<file path="src/rtl/writeback_sequencer_pkg.sv">
// Shared types for the writeback stage in front of the 8x16 register bank.
// Consumers: writeback_sequencer_if, wb_fifo, writeback_sequencer.
package cisc_min_pkg;
    localparam int DATA_W     = 16;
    localparam int REG_ADDR_W = 3;

    typedef struct packed {
        logic                  WrX;
        logic [REG_ADDR_W-1:0] DestX;
        logic [DATA_W-1:0]     DataX;
        logic                  WrY;
        logic [REG_ADDR_W-1:0] DestY;
        logic [DATA_W-1:0]     DataY;
    } wb_entry_t;

    typedef enum logic [1:0] {
        S_IDLE   = 2'd0,
        S_COMMIT = 2'd1,
        S_YIELD  = 2'd2
    } wb_state_t;

    function automatic logic destHit(input logic wr, input logic [REG_ADDR_W-1:0] dest,
                                     input logic [REG_ADDR_W-1:0] selX,
                                     input logic [REG_ADDR_W-1:0] selY);
        return wr && ((dest == selX) || (dest == selY));
    endfunction
endpackage

</file>
<file path="src/rtl/writeback_sequencer_if.sv">
// Execute-result handshake, operand-fetch request and bank-port bundle.
// slave = writeback_sequencer side, master = execute/decode/bank side.
interface writeback_sequencer_if #(parameter int DEPTH = 2);
    import cisc_min_pkg::*;
    localparam int CW = $clog2(DEPTH) + 1;

    logic                  ResValid, ResReady, ResWrX, ResWrY;
    logic [REG_ADDR_W-1:0] ResDestX, ResDestY;
    logic [DATA_W-1:0]     ResDataX, ResDataY;
    logic                  RdReq, RdGrant, RdHazard;
    logic [REG_ADDR_W-1:0] RdSelX, RdSelY;
    logic [REG_ADDR_W-1:0] RxSel, RySel;
    logic [DATA_W-1:0]     WriteData_Rx, WriteData_Ry;
    logic                  WriteRx, WriteRy;
    logic [CW-1:0]         PendingCount;

    modport slave (
        input  ResValid, ResWrX, ResWrY, ResDestX, ResDestY, ResDataX, ResDataY,
               RdReq, RdSelX, RdSelY,
        output ResReady, RdGrant, RdHazard, RxSel, RySel,
               WriteData_Rx, WriteData_Ry, WriteRx, WriteRy, PendingCount
    );
    modport master (
        output ResValid, ResWrX, ResWrY, ResDestX, ResDestY, ResDataX, ResDataY,
               RdReq, RdSelX, RdSelY,
        input  ResReady, RdGrant, RdHazard, RxSel, RySel,
               WriteData_Rx, WriteData_Ry, WriteRx, WriteRy, PendingCount
    );
endinterface

</file>
<file path="src/rtl/writeback_sequencer_wb_fifo.sv">
// DEPTH-entry result FIFO; exposes per-slot write enables/dests for hazard compare.
module wb_fifo
    import cisc_min_pkg::*;
#(
    parameter int DEPTH = 2
) (
    input  logic                                 ClockInput,
    input  logic                                 ResetInput,
    input  logic                                 push,
    input  wb_entry_t                            pushData,
    input  logic                                 pop,
    output wb_entry_t                            headData,
    output logic [DEPTH-1:0]                     slotWrX,
    output logic [DEPTH-1:0]                     slotWrY,
    output logic [DEPTH-1:0][REG_ADDR_W-1:0]     slotDestX,
    output logic [DEPTH-1:0][REG_ADDR_W-1:0]     slotDestY,
    output logic                                 full,
    output logic                                 empty,
    output logic [$clog2(DEPTH):0]               count
);
    localparam int PW = $clog2(DEPTH);

    wb_entry_t [DEPTH-1:0] mem;
    logic [DEPTH-1:0]      slotValid;
    logic [PW-1:0]         rdPtr, wrPtr;
    logic                  doPush, doPop;

    assign full   = (count == (PW+1)'(DEPTH));
    assign empty  = (count == '0);
    assign doPush = push && !full;
    assign doPop  = pop && !empty;

    // Pointers wrap for free since DEPTH is a power of two.
    always_ff @(posedge ClockInput) begin
        if (!ResetInput) begin
            rdPtr     <= '0;
            wrPtr     <= '0;
            count     <= '0;
            slotValid <= '0;
        end else begin
            if (doPush) begin
                wrPtr            <= wrPtr + 1'b1;
                slotValid[wrPtr] <= 1'b1;
            end
            if (doPop) begin
                rdPtr            <= rdPtr + 1'b1;
                slotValid[rdPtr] <= 1'b0;
            end
            count <= count + (PW+1)'(doPush) - (PW+1)'(doPop);
        end
    end

    always_ff @(posedge ClockInput) begin
        if (doPush) mem[wrPtr] <= pushData;
    end

    assign headData = mem[rdPtr];

    always_comb begin
        for (int i = 0; i < DEPTH; i++) begin
            slotWrX[i]   = slotValid[i] && mem[i].WrX;
            slotWrY[i]   = slotValid[i] && mem[i].WrY;
            slotDestX[i] = mem[i].DestX;
            slotDestY[i] = mem[i].DestY;
        end
    end
endmodule

</file>
<file path="src/rtl/writeback_sequencer.sv">
// Writeback sequencer: queues results, commits one per cycle, owns bank select mux.
// Optional WB_BYPASS_EN: idle+empty results write the bank in the accepting cycle.
module writeback_sequencer
    import cisc_min_pkg::*;
#(
    parameter int DEPTH = 2
) (
    input logic                  ClockInput,
    input logic                  ResetInput,
    writeback_sequencer_if.slave bus
);
    localparam int CW = $clog2(DEPTH) + 1;

    wb_state_t                        state, stateNext;
    wb_entry_t                        resEntry, head, src;
    logic [DEPTH-1:0]                 slotWrX, slotWrY;
    logic [DEPTH-1:0][REG_ADDR_W-1:0] slotDestX, slotDestY;
    logic                             full, empty, accept, hasWrite, bypass, push, commit;
    logic                             drive, hazard, rdHazard, nonEmptyNext;
    logic [CW-1:0]                    count, countNext;

    // Same-destination dual write: X wins, Y is dropped before it is queued.
    assign resEntry = '{WrX:   bus.ResWrX,
                        DestX: bus.ResDestX,
                        DataX: bus.ResDataX,
                        WrY:   bus.ResWrY && !(bus.ResWrX && (bus.ResDestX == bus.ResDestY)),
                        DestY: bus.ResDestY,
                        DataY: bus.ResDataY};

    assign bus.ResReady = ResetInput && !full;
    assign accept       = bus.ResValid && bus.ResReady;
    assign hasWrite     = resEntry.WrX || resEntry.WrY;
`ifdef WB_BYPASS_EN
    assign bypass = (state == S_IDLE) && empty && accept && hasWrite;
`else
    assign bypass = 1'b0;
`endif
    assign push   = accept && hasWrite && !bypass;
    assign commit = (state == S_COMMIT) && !empty;

    wb_fifo #(.DEPTH(DEPTH)) fifo (
        .ClockInput (ClockInput),
        .ResetInput (ResetInput),
        .push       (push),
        .pushData   (resEntry),
        .pop        (commit),
        .headData   (head),
        .slotWrX    (slotWrX),
        .slotWrY    (slotWrY),
        .slotDestX  (slotDestX),
        .slotDestY  (slotDestY),
        .full       (full),
        .empty      (empty),
        .count      (count)
    );

    assign countNext    = count + CW'(push) - CW'(commit);
    assign nonEmptyNext = (countNext != '0);

    always_comb begin
        hazard = destHit(accept && resEntry.WrX, resEntry.DestX, bus.RdSelX, bus.RdSelY) ||
                 destHit(accept && resEntry.WrY, resEntry.DestY, bus.RdSelX, bus.RdSelY);
        for (int i = 0; i < DEPTH; i++)
            hazard = hazard || destHit(slotWrX[i], slotDestX[i], bus.RdSelX, bus.RdSelY)
                            || destHit(slotWrY[i], slotDestY[i], bus.RdSelX, bus.RdSelY);
    end

    assign rdHazard     = bus.RdReq && hazard;
    assign bus.RdHazard = rdHazard;
    assign bus.RdGrant  = ResetInput && bus.RdReq && !rdHazard && !bypass &&
                          ((state == S_IDLE) || (state == S_YIELD));

    // A clean read after a commit forces one yield cycle, so reads get every 2nd cycle.
    always_comb begin
        stateNext = state;
        case (state)
            S_IDLE:   if (push) stateNext = S_COMMIT;
            S_COMMIT: begin
                if (bus.RdReq && !rdHazard && nonEmptyNext) stateNext = S_YIELD;
                else if (nonEmptyNext)                       stateNext = S_COMMIT;
                else                                         stateNext = S_IDLE;
            end
            S_YIELD:  stateNext = nonEmptyNext ? S_COMMIT : S_IDLE;
            default:  stateNext = S_IDLE;
        endcase
    end

    always_ff @(posedge ClockInput) begin
        if (!ResetInput) state <= S_IDLE;
        else             state <= stateNext;
    end

    assign src   = commit ? head : resEntry;
    assign drive = ResetInput && (commit || bypass);

    assign bus.RxSel        = drive ? src.DestX : bus.RdSelX;
    assign bus.RySel        = drive ? src.DestY : bus.RdSelY;
    assign bus.WriteRx      = drive && src.WrX;
    assign bus.WriteRy      = drive && src.WrY;
    assign bus.WriteData_Rx = (drive && src.WrX) ? src.DataX : '0;
    assign bus.WriteData_Ry = (drive && src.WrY) ? src.DataY : '0;
    assign bus.PendingCount = count;
endmodule
</file>
<file path="src/flat_wrapper.sv">
// flat-port wrapper written by rule: the top's interface ports become plain ports
module writeback_sequencer_flat import cisc_min_pkg::*;
#(
    parameter int DEPTH = 2
)
  (ClockInput, ResetInput, bus_ResValid, bus_ResWrX, bus_ResWrY, bus_ResDestX, bus_ResDestY, bus_ResDataX, bus_ResDataY, bus_RdReq, bus_RdSelX, bus_RdSelY, bus_ResReady, bus_RdGrant, bus_RdHazard, bus_RxSel, bus_RySel, bus_WriteData_Rx, bus_WriteData_Ry, bus_WriteRx, bus_WriteRy, bus_PendingCount);
  writeback_sequencer_if #(.DEPTH(DEPTH)) bus_i ();
  input logic ClockInput;
  input logic ResetInput;
  input wire logic [$bits(bus_i.ResValid)-1:0] bus_ResValid;
  input wire logic [$bits(bus_i.ResWrX)-1:0] bus_ResWrX;
  input wire logic [$bits(bus_i.ResWrY)-1:0] bus_ResWrY;
  input wire logic [$bits(bus_i.ResDestX)-1:0] bus_ResDestX;
  input wire logic [$bits(bus_i.ResDestY)-1:0] bus_ResDestY;
  input wire logic [$bits(bus_i.ResDataX)-1:0] bus_ResDataX;
  input wire logic [$bits(bus_i.ResDataY)-1:0] bus_ResDataY;
  input wire logic [$bits(bus_i.RdReq)-1:0] bus_RdReq;
  input wire logic [$bits(bus_i.RdSelX)-1:0] bus_RdSelX;
  input wire logic [$bits(bus_i.RdSelY)-1:0] bus_RdSelY;
  output wire logic [$bits(bus_i.ResReady)-1:0] bus_ResReady;
  output wire logic [$bits(bus_i.RdGrant)-1:0] bus_RdGrant;
  output wire logic [$bits(bus_i.RdHazard)-1:0] bus_RdHazard;
  output wire logic [$bits(bus_i.RxSel)-1:0] bus_RxSel;
  output wire logic [$bits(bus_i.RySel)-1:0] bus_RySel;
  output wire logic [$bits(bus_i.WriteData_Rx)-1:0] bus_WriteData_Rx;
  output wire logic [$bits(bus_i.WriteData_Ry)-1:0] bus_WriteData_Ry;
  output wire logic [$bits(bus_i.WriteRx)-1:0] bus_WriteRx;
  output wire logic [$bits(bus_i.WriteRy)-1:0] bus_WriteRy;
  output wire logic [$bits(bus_i.PendingCount)-1:0] bus_PendingCount;
  assign bus_i.ResValid = bus_ResValid;
  assign bus_i.ResWrX = bus_ResWrX;
  assign bus_i.ResWrY = bus_ResWrY;
  assign bus_i.ResDestX = bus_ResDestX;
  assign bus_i.ResDestY = bus_ResDestY;
  assign bus_i.ResDataX = bus_ResDataX;
  assign bus_i.ResDataY = bus_ResDataY;
  assign bus_i.RdReq = bus_RdReq;
  assign bus_i.RdSelX = bus_RdSelX;
  assign bus_i.RdSelY = bus_RdSelY;
  assign bus_ResReady = bus_i.ResReady;
  assign bus_RdGrant = bus_i.RdGrant;
  assign bus_RdHazard = bus_i.RdHazard;
  assign bus_RxSel = bus_i.RxSel;
  assign bus_RySel = bus_i.RySel;
  assign bus_WriteData_Rx = bus_i.WriteData_Rx;
  assign bus_WriteData_Ry = bus_i.WriteData_Ry;
  assign bus_WriteRx = bus_i.WriteRx;
  assign bus_WriteRy = bus_i.WriteRy;
  assign bus_PendingCount = bus_i.PendingCount;
  writeback_sequencer #(.DEPTH(DEPTH)) u_core (.ClockInput(ClockInput), .ResetInput(ResetInput), .bus(bus_i));
endmodule
</file>
<file path="config.mk">
export PLATFORM = sky130hd
export DESIGN_NAME = writeback_sequencer_flat
export DESIGN_NICKNAME = d
export VERILOG_FILES = /design/src/rtl/writeback_sequencer_pkg.sv /design/src/rtl/writeback_sequencer_if.sv /design/src/rtl/writeback_sequencer_wb_fifo.sv /design/src/rtl/writeback_sequencer.sv /design/src/flat_wrapper.sv
export SDC_FILE = /design/constraint.sdc
export NUM_CORES = 1
export LEC_CHECK = 0
export ABC_AREA = 0
export CAP_MARGIN = 20
export CORE_ASPECT_RATIO = 1.1
export CORE_UTILIZATION = 45
export CTS_CLUSTER_DIAMETER = 40
export DETAILED_ROUTE_END_ITERATION = 8
export PLACE_DENSITY = 0.73
export SYNTH_ARGS = -nofsm -noshare
export SYNTH_HDL_FRONTEND = slang
export SYNTH_SLANG_ARGS = --single-unit
export TNS_END_PERCENT = 10
</file>
<file path="constraint.sdc">
create_clock -name ClockInput -period 7.3 [get_ports ClockInput]
set_input_delay 1.095 -clock ClockInput [delete_from_list [all_inputs] [get_ports ClockInput]]
set_output_delay 1.095 -clock ClockInput [all_outputs]
set_load 0.03 [all_outputs]
</file>
==> results.json <==
{
  "rsz0062_at_grt": "no",
  "crit_required_ns": 6.20,
  "port_buffers": 94,
  "yosys-top-cells-count": "80 x edfxtp_1, 38 x mux2i_1, 38 x nor2_1",
  "period_needed_ns": 4.74,
  "rows": 35,
  "tightestPinTransition_ns": 0.999,
  "final_area_um2": 5270,
  "cts_buffers": 9,
  "synthCells": 301,
  "synthFlopType": "edfxtp_1",
  "final_core_util": 0.617,
  "async_reset_ff_frac": 0,
  "path_clk_slew_ns": 0.08,
  "wl_per_cell_um": 16.3,
  "fin_skew_ns": 0.00961,
  "antenna_found_initial": 0,
  "syn_nets": 355,
  "clkSinkCount": 88,
  "layout_worst_path_cycle_share": 0.649,
  "post_cts_buffers": 0,
  "dpl.hpwl_mm": 5.73,
  "initial_utilization": 0.474,
  "seq_area_frac_synth": 0.633,
  "cp_data_arrival_time_ns": 3.64,
  "max-clock-path-buffers": 2,
  "place_ws_ns": 2.59,
  "setup_viol": 0,
  "h-tree-depth": 3,
  "grt_pass1_wl_mm": 12.5,
  "insertion_delay_ns": 0.35,
  "die_h_um": 101,
  "core_area_um2": 8540,
  "dieArea_um2": 9380,
  "ctsHoldBuffers": 0,
  "synth.distinct_cells": 36,
  "maxSlewHeadroom": 0.334,
  "synth.avg_cell_area_um2": 13.5,
  "post-synth-top-count-cell": "edfxtp_1",
  "cp-end-kind": "output pin",
  "ir_drop_mv": 0.147,
  "crit_fanout": 7,
  "finalNonFillerCells": 507,
  "hp-class": "flop to flop",
  "synth.area.top_cells": "edfxtp_1 59%, mux2i_1 9.4%, xor2_1 7.1%",
  "synth_edf_count": 80,
  "drt_iter0_markers": 124,
  "die-width_um": 92.4,
  "ios": 95,
  "gp_routability_congestion": 0.808,
  "numPlacedInstances": 491,
  "antenna_cells": 0,
  "wirelength_mm": 8.27,
  "vias": 2599,
  "grt_pass1_vias": 2587,
  "grt_overflow": 0,
  "dpl_cell_area_um2": 5060,
  "start_kind": "input port",
  "area_growth_syn_to_layout_pct": 30.1,
  "synthesis.area_um2": 4050,
  "fill_cells": 714,
  "grt_usage": 0.178,
  "yosysWarningCount": 0,
  "fin_nets": 445,
  "synth_top_area_frac": 0.593,
  "grt_max_degree": 42,
  "p_total_mw": 1.04,
  "routed_via_density": 5.13,
  "finalHoldViolCount": 0,
  "cts_tree": "built",
  "ant_nets": 0,
  "hold_slack_ns": 0.574,
  "ctsResizeCount": 0,
  "outcome": "finished clean",
  "path_class": "input port to output pin",
  "yosys.area.top_type": "edfxtp_1",
  "clockRootBuffer": "clkbuf_8",
  "ys_ff_latch": 88,
  "first_pass_iters": 4,
  "finalMaxSlewViolations": 0,
  "tns_ns": 0,
  "max_freq_ghz": 0.211,
  "fin_ws_ns": 2.56,
  "leakage_nw": 1.78,
  "route.detailed.drc": 0,
  "drive_above_1_share": 0.0732,
  "drv_cap": 0,
  "power.density_nw_per_um2": 197
}
## worst paths after layout
check / slack [ns] / depth (start not counted) / startpoint / to
hold reg to reg: 0.57 / 1 / u_core.fifo.slotValid[0] / u_core.fifo.slotValid[0]
hold / removal: 0.57 / 1 / u_core.fifo.slotValid[0] / u_core.fifo.slotValid[0]
setup reg to reg: 4.57 / 11 / u_core.state[0] / u_core.state[0]
setup / recovery: 2.56 / 8 / bus_RdSelY[2] / bus_RdGrant
## worst max-delay path, stage by stage
cell	delay, ns
clkdlybuf4s50_1	0.67
xor2_1	0.21
nor4_1	0.09
nor4_2	0.33
o311a_1	0.23
nand3_2	0.13
nor3_1	0.19
clkdlybuf4s50_1	0.70
## area by class of cell
class | instances | area (um^2) | area share
flip-flops and latches | 88 | 2560 | 0.487
multi-input cells | 186 | 1370 | 0.259
repair buffers | 96 | 956 | 0.181
well taps | 111 | 139 | 0.0264
clock buffers | 9 | 124 | 0.0235
clock inverters | 7 | 83.8 | 0.0159
inverters | 10 | 37.5 | 0.00712
## cells in the final DEF (no fill, tap or decap), types with 3 or more instances in the layout
cell type and count:
nand3_1 3, nor2_1 37, clkinv_4 3, nor4_1 8, inv_1 10, xnor2_1 11, clkbuf_8 9, dfxtp_1 7
nand2_1 13, edfxtp_1 80, clkdlybuf4s50_1 94, nor3_1 4, mux2i_1 38, xor2_1 33, and2_1 5, ha_1 4
o21ai_0 6
## cells by family (layout without fill, tap and decap cells)
kind of cell | count (synthesis) | count (layout) | synth area share
DFF | 88 | 88 | 0.633
and+or+nand+nor | 83 | 83 | 0.100
xor gates and xnor gates | 44 | 44 | 0.0952
muxes | 40 | 40 | 0.0995
buffers and inverters | 27 | 122 | 0.0321
AOI/OAI and AO/OA | 15 | 15 | 0.0278
adders and majority gates | 4 | 4 | 0.0124
## routing by layer
| metal | track usage | vias to the layer above | part of all wire | routed length (um) |
|---|---|---|---|---|
| li1 | - | 1253 | - | - |
| met1 | 0.204 | 1256 | 0.41 | 3420 |
| met2 | 0.324 | 75 | 0.53 | 4370 |
| met3 | 0.0375 | 15 | 0.037 | 305 |
| met4 | 0.0709 | 0 | 0.021 | 170 |
| met5 | 0 | - | 0 | 0 |
## where the power goes
group	leakage [nW]	internal, mW	switching, mW
Combinational	0.880	0.0604	0.0649
Clock	0.0998	0.162	0.176
Sequential	0.796	0.568	0.00842
Total	1.78	0.790	0.249
## state kept, by name, summed over array words and instances, names as in the netlist
register               cells
u_core.fifo.slotValid      2
u_core.fifo.slotDestX      6
u_core.state               2
u_core.fifo.count          2
u_core.fifo.mem           68
u_core.fifo.rdPtr          1
u_core.fifo.wrPtr          1
u_core.fifo.slotDestY      6
Note: power is estimated with default switching activity, not from simulation.
